`src/rtl/fp_normalize_seq_if.sv`:
```
// Handshake and data bundle between the FP normalize/pack stage and its controller.
// The controller drives the raw operands and start; the stage returns the packed result and flags.
interface fp_normalize_seq_if #(
   parameter int unsigned EXP_W = 8,
   parameter int unsigned MAN_W = 23
);
   logic                   start;
   logic                   sign_in;
   logic [EXP_W:0]         exp_in;
   logic [MAN_W+1:0]       mant_in;
   logic                   busy;
   logic                   done;
   logic [EXP_W+MAN_W:0]   result;
   logic [3:0]             flags;

   modport master (
      output start, sign_in, exp_in, mant_in,
      input  busy, done, result, flags
   );

   modport slave (
      input  start, sign_in, exp_in, mant_in,
      output busy, done, result, flags
   );
endinterface

```
`src/rtl/fp_normalize_seq.sv`:
```
// Sequential normalize/pack stage after the FP32 adder: shifts the raw mantissa one bit per
// cycle until the hidden bit is in place, then packs an IEEE-754 single with NZCV flags.
module fp_normalize_seq #(
   parameter int unsigned EXP_W = 8,
   parameter int unsigned MAN_W = 23
) (
   input logic              clk,
   input logic              reset,
   fp_normalize_seq_if.slave bus
);

   localparam int unsigned XW = EXP_W + 2;
   localparam int unsigned MW = MAN_W + 2;
   localparam logic [XW-1:0] ExpOne = XW'(1);
   localparam logic [XW-1:0] ExpMax = {2'b00, {EXP_W{1'b1}}};

   typedef enum logic [1:0] {StIdle, StNorm, StPack} state_e;

   state_e           state_q;
   logic             sign_q;
   logic [XW-1:0]    exp_q;
   logic [MW-1:0]    mant_q;
   logic             carry_q;

   logic                   pack_zero;
   logic                   pack_inf;
   logic [EXP_W+MAN_W:0]   pack_result;
   logic [3:0]             pack_flags;

   // Zero takes precedence over overflow so a zero mantissa never packs as infinity.
   always_comb begin
      pack_zero   = (mant_q == '0);
      pack_inf    = (exp_q >= ExpMax);
      pack_result = {sign_q, exp_q[EXP_W-1:0], mant_q[MAN_W-1:0]};
      if (pack_zero) begin
         pack_result = '0;
      end else if (pack_inf) begin
         pack_result = {sign_q, {EXP_W{1'b1}}, {MAN_W{1'b0}}};
      end
      pack_flags = {pack_result[EXP_W+MAN_W], pack_zero, carry_q, ~pack_zero & pack_inf};
   end

   always_ff @(posedge clk or posedge reset) begin
      if (reset) begin
         state_q    <= StIdle;
         sign_q     <= 1'b0;
         exp_q      <= '0;
         mant_q     <= '0;
         carry_q    <= 1'b0;
         bus.busy   <= 1'b0;
         bus.done   <= 1'b0;
         bus.result <= '0;
         bus.flags  <= '0;
      end else begin
         bus.done <= 1'b0;
         unique case (state_q)
            StIdle: begin
               if (bus.start) begin
                  sign_q   <= bus.sign_in;
                  exp_q    <= {1'b0, bus.exp_in};
                  mant_q   <= bus.mant_in;
                  carry_q  <= 1'b0;
                  bus.busy <= 1'b1;
                  state_q  <= StNorm;
               end
            end
            StNorm: begin
               if (mant_q == '0) begin
                  state_q <= StPack;
               end else if (mant_q[MW-1]) begin
                  mant_q  <= mant_q >> 1;
                  exp_q   <= exp_q + ExpOne;
                  carry_q <= 1'b1;
                  state_q <= StPack;
               end else if (mant_q[MAN_W]) begin
                  state_q <= StPack;
               end else if (exp_q <= ExpOne) begin
                  // Underflow: clearing the mantissa lets PACK take the zero path.
                  mant_q  <= '0;
                  state_q <= StPack;
               end else begin
                  mant_q  <= mant_q << 1;
                  exp_q   <= exp_q - ExpOne;
               end
            end
            StPack: begin
               bus.result <= pack_result;
               bus.flags  <= pack_flags;
               bus.done   <= 1'b1;
               bus.busy   <= 1'b0;
               state_q    <= StIdle;
            end
            default: state_q <= StIdle;
         endcase
      end
   end

endmodule

```
`src/flat_wrapper.sv`:
```
// flat-port wrapper written by rule: the top's interface ports become plain ports
module fp_normalize_seq_flat 
#(
   parameter int unsigned EXP_W = 8,
   parameter int unsigned MAN_W = 23
)
  (clk, reset, bus_start, bus_sign_in, bus_exp_in, bus_mant_in, bus_busy, bus_done, bus_result, bus_flags);
  fp_normalize_seq_if #(.EXP_W(EXP_W), .MAN_W(MAN_W)) bus_i ();
  input logic clk;
  input logic reset;
  input wire logic [$bits(bus_i.start)-1:0] bus_start;
  input wire logic [$bits(bus_i.sign_in)-1:0] bus_sign_in;
  input wire logic [$bits(bus_i.exp_in)-1:0] bus_exp_in;
  input wire logic [$bits(bus_i.mant_in)-1:0] bus_mant_in;
  output wire logic [$bits(bus_i.busy)-1:0] bus_busy;
  output wire logic [$bits(bus_i.done)-1:0] bus_done;
  output wire logic [$bits(bus_i.result)-1:0] bus_result;
  output wire logic [$bits(bus_i.flags)-1:0] bus_flags;
  assign bus_i.start = bus_start;
  assign bus_i.sign_in = bus_sign_in;
  assign bus_i.exp_in = bus_exp_in;
  assign bus_i.mant_in = bus_mant_in;
  assign bus_busy = bus_i.busy;
  assign bus_done = bus_i.done;
  assign bus_result = bus_i.result;
  assign bus_flags = bus_i.flags;
  fp_normalize_seq #(.EXP_W(EXP_W), .MAN_W(MAN_W)) u_core (.clk(clk), .reset(reset), .bus(bus_i));
endmodule
```
`config.mk`:
```
export PLATFORM = sky130hd
export DESIGN_NAME = fp_normalize_seq_flat
export DESIGN_NICKNAME = d
export VERILOG_FILES = /design/src/rtl/fp_normalize_seq_if.sv /design/src/rtl/fp_normalize_seq.sv /design/src/flat_wrapper.sv
export SDC_FILE = /design/constraint.sdc
export NUM_CORES = 1
export LEC_CHECK = 0
export ABC_AREA = 1
export ABC_CLOCK_PERIOD_IN_PS = 3570
export BUFFER_PORTS_ARGS = -buffer_cell sky130_fd_sc_hd__clkbuf_2
export CAP_MARGIN = 10
export CORE_MARGIN = 5
export CORE_UTILIZATION = 36
export DETAILED_ROUTE_END_ITERATION = 7
export GPL_TIMING_DRIVEN = 0
export SYNTH_ARGS = -nofsm -noshare
export SYNTH_HDL_FRONTEND = slang
export SYNTH_SLANG_ARGS = --single-unit
```
`constraint.sdc`:
```
create_clock -name clk -period 3.57 [get_ports clk]
set_input_delay 0.357 -clock clk [delete_from_list [all_inputs] [get_ports clk]]
set_output_delay 0.357 -clock clk [all_outputs]
set_load 0.005 [all_outputs]
```
* Word-level counts from Yosys, hierarchy flattened
Cells that the tools add are included.
** Word-level totals
- Register bits :: 77
- Bits in latches :: 0
- RAM bits :: 0
- Memory bits (read-only) :: 0
- Bits of input ports :: 38
- Output and inout port bits :: 38
- Word-level logic and storage cells :: 62
- Memories :: 0
** Operators by class
- Add/subtract/negate cells :: 2
- Multiply operators :: 0
- Divide/modulo/power cells :: 0
- $lt $le $gt $ge :: 2
- Eq/ne operators :: 8
- Shift operators :: 0
- Mux-type cells :: 27
- Bitwise gates (word level) :: 2
- Reductions and logical operators :: 11
** Operators by type and width (count)
- 25-bit 2-to-1 mux :: 4
- 10-bit 2-to-1 mux :: 5
- 25-bit case mux with 2 select lines :: 1
- 32-bit 2-to-1 mux :: 1
- 31-bit 2-to-1 mux :: 1
- 25-bit zero test :: 1
- 24-bit 2-to-1 mux :: 1
- 10-bit case mux with 2 select lines :: 1
- 10-bit by 1-bit adder with 10-bit output (second input constant) :: 1
- 10-bit by 8-bit greater-or-equal comparator with 1-bit output (second input constant) :: 1
- 10-bit by 1-bit less-or-equal comparator with 1-bit output (second input constant) :: 1
- 2-bit 2-to-1 mux :: 5
- 10-bit by 1-bit subtractor with 10-bit output (second input constant) :: 1
- 4-bit AND reduction :: 2
- 3-bit by 2-bit != test with 1-bit output (second input constant) :: 2
- 2-bit AND reduction :: 3
- 1-bit 2-to-1 mux :: 5
- 5-bit by 1-bit != test with 1-bit output (second input constant) :: 1
- 5-bit AND reduction :: 1
- 2-bit != test (second input constant) :: 2
- 1-bit case mux with 2 select lines :: 2
- 2-bit case mux with 2 select lines :: 1
- 2-bit nonzero test :: 2
- 3-bit AND reduction :: 1
- other kinds (6) :: 6

* Logic depth before layout (Yosys ltp)
Gate-level depths: netlist of the first run.
- Depth after elaboration :: 6
- Gate-level depth with buffers :: 12
- Gate-level depth less buffers :: 12

* Worst setup path after synthesis of the first run
No wires, ideal clock.
- Path kind :: register -> register
- Start point :: reg u_core.exp_q[0]
- End point :: reg u_core.exp_q[1]
- Setup time :: 0.122 ns
- Data arrival time :: 1.481 ns
- Required time :: 3.448 ns
- Path slack :: 1.967 ns
- Cell stages (with the launch flop) :: 10
- Path buffers :: 1
- Period minus slack after synthesis :: 1.603 ns
- Cells stage by stage :: dfrtp_1 inv_1 ha_1 o21ai_1 nor2_1 o21ai_0 nand2_2 buf_4 nand2_1 o21ai_1
** On the way
- Word-level cells in the longest chain between the ends :: 6
- Elaborated cells on any way between the ends :: 10
- Classes of those cells :: 2 x add/sub; 1 x order compare; 1 x eq/ne; 5 x mux; 1 x reduce/logical
** Ends and longest elaborated chain
- from (decl) :: line fp_normalize_seq.sv:21 : logic [XW-1:0] exp_q;
- from (signal assigned) :: line fp_normalize_seq.sv:60 : exp_q <= {1'b0, bus.exp_in};
- from (signal assigned) :: line fp_normalize_seq.sv:72 : exp_q <= exp_q + ExpOne;
- from (signal assigned) :: line fp_normalize_seq.sv:83 : exp_q <= exp_q - ExpOne;
- 10-bit by 1-bit subtractor with 10-bit output :: line fp_normalize_seq.sv:83
- 10-bit 2-to-1 mux :: line fp_normalize_seq.sv:77 : end else if (exp_q <= ExpOne) begin
- 10-bit 2-to-1 mux :: line fp_normalize_seq.sv:75 : end else if (mant_q[MAN_W]) begin
- 10-bit 2-to-1 mux :: line fp_normalize_seq.sv:70 : end else if (mant_q[MW-1]) begin
- 10-bit 2-to-1 mux :: line fp_normalize_seq.sv:68 : if (mant_q == '0) begin
- 10-bit case mux with 2 select lines :: line fp_normalize_seq.sv:56 : unique case (state_q)
Parallel ways exist; a longest one is shown, timed or not. The select of a mux whose other input is x is not followed.
A chain may end at the register's enable or synchronous reset.

* Worst setup path in the final report of the first run
- Start point :: reg u_core.exp_q[0]
- End point :: reg u_core.exp_q[6]
The elaborated chain is that of the path after synthesis.

==> results of run 1 <==
==> worst max-delay path by stage <==
stage | endpoint | slack, ns | cells after the start
after floorplan | u_core.bus.busy | 1.27 | 1
after global placement | u_core.bus.result[1] | 0.22 | 2
after detailed placement | u_core.mant_q[21] | 1.69 | 10
after CTS | u_core.mant_q[21] | 1.68 | 10
after global routing | u_core.mant_q[23] | 1.47 | 10
final | u_core.exp_q[6] | 1.68 | 9
==> power by group through the flow <==
stage / combinational, mW / clock (mW) / sequential (mW)
6_report: 2.29 / 1.01 / 1.67
5_1_grt: 2.69 / 1.07 / 1.74
4_1_cts: 2.33 / 1.03 / 1.67
3_5_place_dp: 2.31 / 0 / 1.68
3_3_place_gp: 2.27 / 0 / 1.67
2_1_floorplan: 1.61 / 0 / 1.61
==> cell type report <==
| type | instances | area, sq um |
|---|---|---|
| buffer | 25 | 146 |
| inverter | 49 | 186 |
| tap | 143 | 179 |
| sequential | 76 | 1900 |
| multi-input combinational | 442 | 1890 |
| timing repair buffer | 76 | 403 |
| clock buffer | 11 | 253 |
| fill | 1202 | 6290 |
| clock inverter | 4 | 72.6 |
==> layout by cell type (no fill, tap or decap) <==
cell type | synthesis | layout
o21ai_0 | 31 | 31
clkbuf_1 | 9 | 9
clkinv_2 | 0 | 1
inv_2 | 5 | 5
nand3_1 | 23 | 23
clkinv_1 | 1 | 1
nor2_2 | 3 | 3
clkbuf_2 | 0 | 75
buf_6 | 3 | 3
dfrtp_1 | 76 | 76
inv_1 | 43 | 42
o211ai_1 | 6 | 6
nand3b_1 | 1 | 1
nor3_1 | 1 | 1
nand4_1 | 3 | 3
buf_1 | 3 | 3
nand2_4 | 1 | 1
o21a_1 | 1 | 1
clkbuf_16 | 0 | 9
buf_16 | 0 | 1
buf_2 | 3 | 3
nor2_1 | 57 | 57
inv_4 | 0 | 1
clkbuf_8 | 0 | 2
nand2_1 | 253 | 253
buf_4 | 7 | 7
bufinv_16 | 0 | 2
nand2_2 | 4 | 4
ha_1 | 3 | 3
o21ai_1 | 27 | 27
a21oi_1 | 27 | 27
a31oi_1 | 1 | 1
clkinvlp_4 | 0 | 1
==> kinds of logic after synthesis <==
group                      count (synthesis)  share of synthesized area [%]
AOI/OAI and AO/OA                         93                           11.8
and+or+nand+nor                          346                           33.1
adders and majority gates                  3                          0.911
buffers and inverters                     74                           8.02
DFF                                       76                           46.2
==> routing by layer <==
layer	vias to the layer above	GRT usage, %	wire length, microns
met2	96	25.9	4810
met5	-	0	0
li1	2028	-	-
met1	1844	26.9	5900
met4	0	7.03	227
met3	16	3.60	467
==> sequential cells by signal, indices dropped and copies added (netlist names) <==
signal	flops
u_core.bus.busy	1
u_core.bus.done	1
u_core.bus.flags	4
u_core.bus.result	31
u_core.carry_q	1
u_core.exp_q	10
u_core.mant_q	25
u_core.sign_q	1
u_core.state_q	2
==> results.sh, run 1 <==
export IMPL_rr_startpoint="u_core.exp_q[0]"
export IMPL_max_slew_margin_pct=62.6
export IMPL_synth_enable_flop_cells=0
export IMPL_fin_worst_skew_ns=0.00448
export IMPL_period_needed_ns=1.89
export IMPL_crit_path_end_kind="register"
export IMPL_cts_setup_buffers=0
export IMPL_finalSetupViolations=0
export IMPL_cp_slowest_stage_delay_ns=0.48
export IMPL_synth_most_common_cell="nand2_1"
export IMPL_ant_nets=0
export IMPL_p_per_area_mw_per_mm2=989
export IMPL_final_util_pct=44.4
export IMPL_cts_resized=0
export IMPL_dpl_worst_slack_ns=1.69
export IMPL_cts_buffers=9
export IMPL_numClockSinks=76
export IMPL_hold_ws_ns=0.0128
export IMPL_ctsHtreeMaxLevel=3
export IMPL_area_growth_syn_to_layout_pct=22.1
export IMPL_dp_hpwl_microns=8330
export IMPL_num_rows=39
export IMPL_wl_per_cell_microns=13.8
export IMPL_root_buffer="clkbuf_16"
export IMPL_grt_pass1_wl_microns=19200
export IMPL_synth_largest_area_cell="dfrtp_1"
export IMPL_placed_cell_area_sq_mm=0.00470
export IMPL_r2r_cells=9
export IMPL_p_clk_share_pct=20.3
export IMPL_crit_arrival_ns=2.12
export IMPL_crit_type="reg2reg"
export IMPL_tritoncts="yes"
export IMPL_place_gp_congestion=0.843
export IMPL_clkLatencyLatePin_ns=0.34
export IMPL_ys_warn_count=0
export IMPL_synthTopCellsByCount="253 x nand2_1, 76 x dfrtp_1, 57 x nor2_1"
export IMPL_drt_initial_drc_count=278
export IMPL_internal_power_mw=2.79
export IMPL_synth_top_cells_by_area="dfrtp_1 46%, nand2_1 23%, nor2_1 5.2%"
export IMPL_p_seq_share_pct=33.6
export IMPL_rsz0062_at_grt="false"
export IMPL_fin_ws_ns=1.68
export IMPL_startpoint="u_core.exp_q[0]"
export IMPL_dieArea_sq_mm=0.0137
export IMPL_finalInstanceArea_sq_mm=0.00503
export IMPL_comb_power_share_pct=46.1
export IMPL_clk_pin_slew_worst_paths_ns=0.06
export IMPL_yosysTopAreaCellShare_pct=46.2
export IMPL_io_buffers=75
export IMPL_drcViolationCount=0
export IMPL_io_pins=76
export IMPL_ys_seq_area_share_pct=46.2
export IMPL_power_mw=4.97
export IMPL_slew_viol_final=0
export IMPL_p_switching_mw=2.18
export IMPL_grt_max_degree=48
export IMPL_ys_flop_type="dfrtp_1"
export IMPL_ys_ff_latch=76
export IMPL_die_w_microns=117
export IMPL_worst_ep_required_time_ns=3.80
export IMPL_antenna_found_initial=0
export IMPL_synthesis_area_sq_mm=0.00412
export IMPL_worst_pin_slew_ns=0.561
export IMPL_crit_path_start_kind="register"
export IMPL_synth_nets=633
export IMPL_tns_ns=0
export IMPL_cap_violations=0
export IMPL_critPathTopFamily="flip-flops"
export IMPL_clock_path_buffers=2
export IMPL_drive_gt1_share_pct=17.3
export IMPL_hp_class="in2async"
export IMPL_die_h_microns=117
export IMPL_synthesis_instances=592
export IMPL_antennaDiodeCount=0
export IMPL_drt_first_pass_iters=5
export IMPL_viasPerCell=4.82
export IMPL_core_area_sq_mm=0.0113
export IMPL_path_max_fanout=10
export IMPL_grt_pass1_vias=3805
export IMPL_netSwitchingFraction_pct=43.9
export IMPL_crit_slowest_cell="dfrtp_1"
export IMPL_p_leak_nw=2.69
export IMPL_vdd_ir_drop_max_v=0.000354
export IMPL_start_util_pct=36.4
export IMPL_path_common_cell="nand2_1"
export IMPL_nets=720
export IMPL_synthArstFlopShare_pct=100
export IMPL_synth_cell_types=25
export IMPL_hold_viol_final=0
export IMPL_max_freq_ghz=0.529
export IMPL_stdcell_count=826
export IMPL_timing_rr_end="u_core.exp_q[6]"
export IMPL_r2r_slack_ns=1.68
export IMPL_num_vias=3984
export IMPL_crit_chain="inv_1 > ha_1 > o21ai_1 > nor2_1 > o21ai_0 > nand2_2 > buf_4 > nand2_1 > nand2_1"
export IMPL_period_share_pct=53.0
export IMPL_grt_usage_pct=18.1
export IMPL_avgSynthCellArea_sq_um=6.96
export IMPL_cts_hold_buf=0
export IMPL_wirelength_microns=11400
export IMPL_critical_path_buf_inv_count=2
export IMPL_dp_cells=811
export IMPL_gr_total_overflow=0
export IMPL_outcome="finished clean"
Note: power is estimated with default switching activity, not from simulation.
==> run 2: changes to the inputs <==
ABC_CLOCK_PERIOD_IN_PS = 1800   (was 3570)
clock period = 1.8 ns   (was 3.57 ns; I/O delays follow)
==> run 2 against run 1 <==
Die area is the same. Fmax is 11% higher. Clock skew grew 0.0039 ns. Critical endpoint unchanged. Via count is 3.0% higher. Clock-buffer cell count is 1 lower. Sequential share of layout area shrank 2.1 points. Clock power rose by 110%. Largest cell class is now multi-input gates. Core utilization rose by 2.7 points. Worst setup slack got worse by 1.6 ns.
==> results.sh, run 2 (synthesis gave the netlist of run 1 again) <==
export IMPL_numClockSinks=76
export IMPL_mostFrequentLayoutCells="251 x nand2_1, 77 x clkbuf_2, 71 x dfrtp_1, 49 x nor2_1, 37 x inv_1"
export IMPL_start_util_pct=36.4
export IMPL_die_h_microns=117
export IMPL_final_util_pct=47.2
export IMPL_tns_ns=0
export IMPL_stdcell_count=845
export IMPL_hold_viol_final=0
export IMPL_tritoncts="yes"
export IMPL_hp_class="in2reg"
export IMPL_hold_ws_ns=0.0327
export IMPL_antenna_found_initial=0
export IMPL_num_rows=39
export IMPL_drcViolationCount=0
export IMPL_io_pins=76
export IMPL_p_seq_share_pct=31.3
export IMPL_startpoint="u_core.exp_q[0]"
export IMPL_crit_path_end_kind="register"
export IMPL_largest_reg_flops=31
export IMPL_root_buffer="clkbuf_16"
export IMPL_outcome="finished clean"
export IMPL_die_w_microns=117
export IMPL_r2r_slack_ns=0.09
export IMPL_placed_cell_area_sq_mm=0.00472
export IMPL_whs_endpoint="u_core.sign_q"
export IMPL_netSwitchingFraction_pct=43.3
export IMPL_core_area_sq_mm=0.0113
export IMPL_worst_pin_slew_ns=0.544
export IMPL_clock_path_buffers=2
export IMPL_period_needed_ns=1.71
export IMPL_p_switching_mw=4.63
export IMPL_viasPerCell=4.86
export IMPL_power_mw=10.7
export IMPL_internal_power_mw=6.06
export IMPL_ant_nets=0
export IMPL_grt_max_degree=35
export IMPL_gr_total_overflow=0
export IMPL_p_per_area_mw_per_mm2=2000
export IMPL_worst_ep_required_time_ns=2.02
export IMPL_period_share_pct=95.1
export IMPL_top_register="u_core.bus.result"
export IMPL_dp_hpwl_microns=8570
export IMPL_rsz0062_at_grt="true"
export IMPL_hold_path_cell_count=3
export IMPL_nets=738
export IMPL_wirelength_microns=12000
export IMPL_reg_top3="u_core.bus.result x31, u_core.mant_q x25, u_core.exp_q x10"
export IMPL_clk_pin_slew_worst_paths_ns=0.06
export IMPL_finalSetupViolations=0
export IMPL_fill_cells=1177
export IMPL_wl_per_cell_microns=14.2
export IMPL_dieArea_sq_mm=0.0137
export IMPL_p_clk_share_pct=19.5
export IMPL_drt_initial_drc_count=412
export IMPL_timing_rr_end="u_core.exp_q[6]"
export IMPL_max_slew_margin_pct=63.7
export IMPL_drt_first_pass_iters=5
export IMPL_grt_pass1_wl_microns=19500
export IMPL_grt_usage_pct=18.1
export IMPL_crit_path_start_kind="register"
export IMPL_max_freq_ghz=0.584
export IMPL_rr_startpoint="u_core.exp_q[0]"
export IMPL_num_vias=4105
export IMPL_clkLatencyLatePin_ns=0.34
export IMPL_final_common_cell="nand2_1"
export IMPL_place_gp_congestion=0.853
export IMPL_p_leak_nw=2.83
export IMPL_fin_ws_ns=0.0881
export IMPL_grt_pass1_vias=3934
export IMPL_path_max_fanout=10
export IMPL_io_buffers=75
export IMPL_dp_cells=812
export IMPL_fin_worst_skew_ns=0.00843
export IMPL_vdd_ir_drop_max_v=0.000614
export IMPL_crit_arrival_ns=1.93
export IMPL_drive_gt1_share_pct=22.8
export IMPL_r2r_cells=9
export IMPL_dpl_worst_slack_ns=-0.126
export IMPL_crit_type="reg2reg"
export IMPL_slew_viol_final=0
export IMPL_antennaDiodeCount=0
export IMPL_area_growth_syn_to_layout_pct=29.6
export IMPL_finalInstanceArea_sq_mm=0.00534
export IMPL_worstHoldStart="bus_sign_in"
export IMPL_cap_violations=0
export IMPL_cts_buffers=9
export IMPL_comb_power_share_pct=49.2
export IMPL_ctsHtreeMaxLevel=3
[run 2: cell type report]
cell class              instances  area [sq um]  area share (%)
multi-input cells             443          1960            36.8
clock inverters                 6           113            2.11
clock buffers                  10           229            4.29
well taps                     143           179            3.35
repair buffers                 93           573            10.7
inverters                      49           194            3.63
plain buffers                  25           179            3.35
flip-flops and latches         76          1910            35.7
[run 2: how the worst max path moves through the flow]
stage	cells after the start	to
after floorplan	9	u_core.exp_q[1]
after global placement	9	u_core.exp_q[1]
after detailed placement	9	u_core.exp_q[1]
after CTS	12	u_core.mant_q[18]
after global routing	9	u_core.exp_q[6]
final	9	u_core.exp_q[6]
[run 2: power by group through the flow]
stage | Combinational, mW | Sequential (mW) | Clock, mW
2_1_floorplan | 3.19 | 3.19 | 0
5_1_grt | 6.04 | 3.47 | 2.18
6_report | 5.26 | 3.34 | 2.09
4_1_cts | 4.67 | 3.32 | 2.12
3_5_place_dp | 4.61 | 3.34 | 0
3_3_place_gp | 4.49 | 3.32 | 0
[run 2: per-layer routing]
metal | share of wire, % | track usage [%]
met3 | 7.1 | 3.08
met1 | 48 | 27.0
met4 | 1.2 | 5.73
met5 | 0 | 0
met2 | 43 | 26.7
[run 2: worst max-delay path, stage by stage, from the launching register on]
cell and delay, ns:
dfrtp_2 0.43, inv_2 0.11, ha_1 0.23, o21ai_2 0.16, nor2_4 0.07, o21ai_1 0.23, nand2_4 0.10, buf_6 0.15
nand2_1 0.06, nand2_1 0.05
[run 2: repair_timing]
action                                  4_1_cts  5_1_grt
hold endpoints to repair                     18        0
hold buffers                                  1        0
resized for setup                             8       35
endpoints found under the setup margin       36       56
setup buffers                                 0       13
pin swaps                                     2        4
cloned                                        0        3
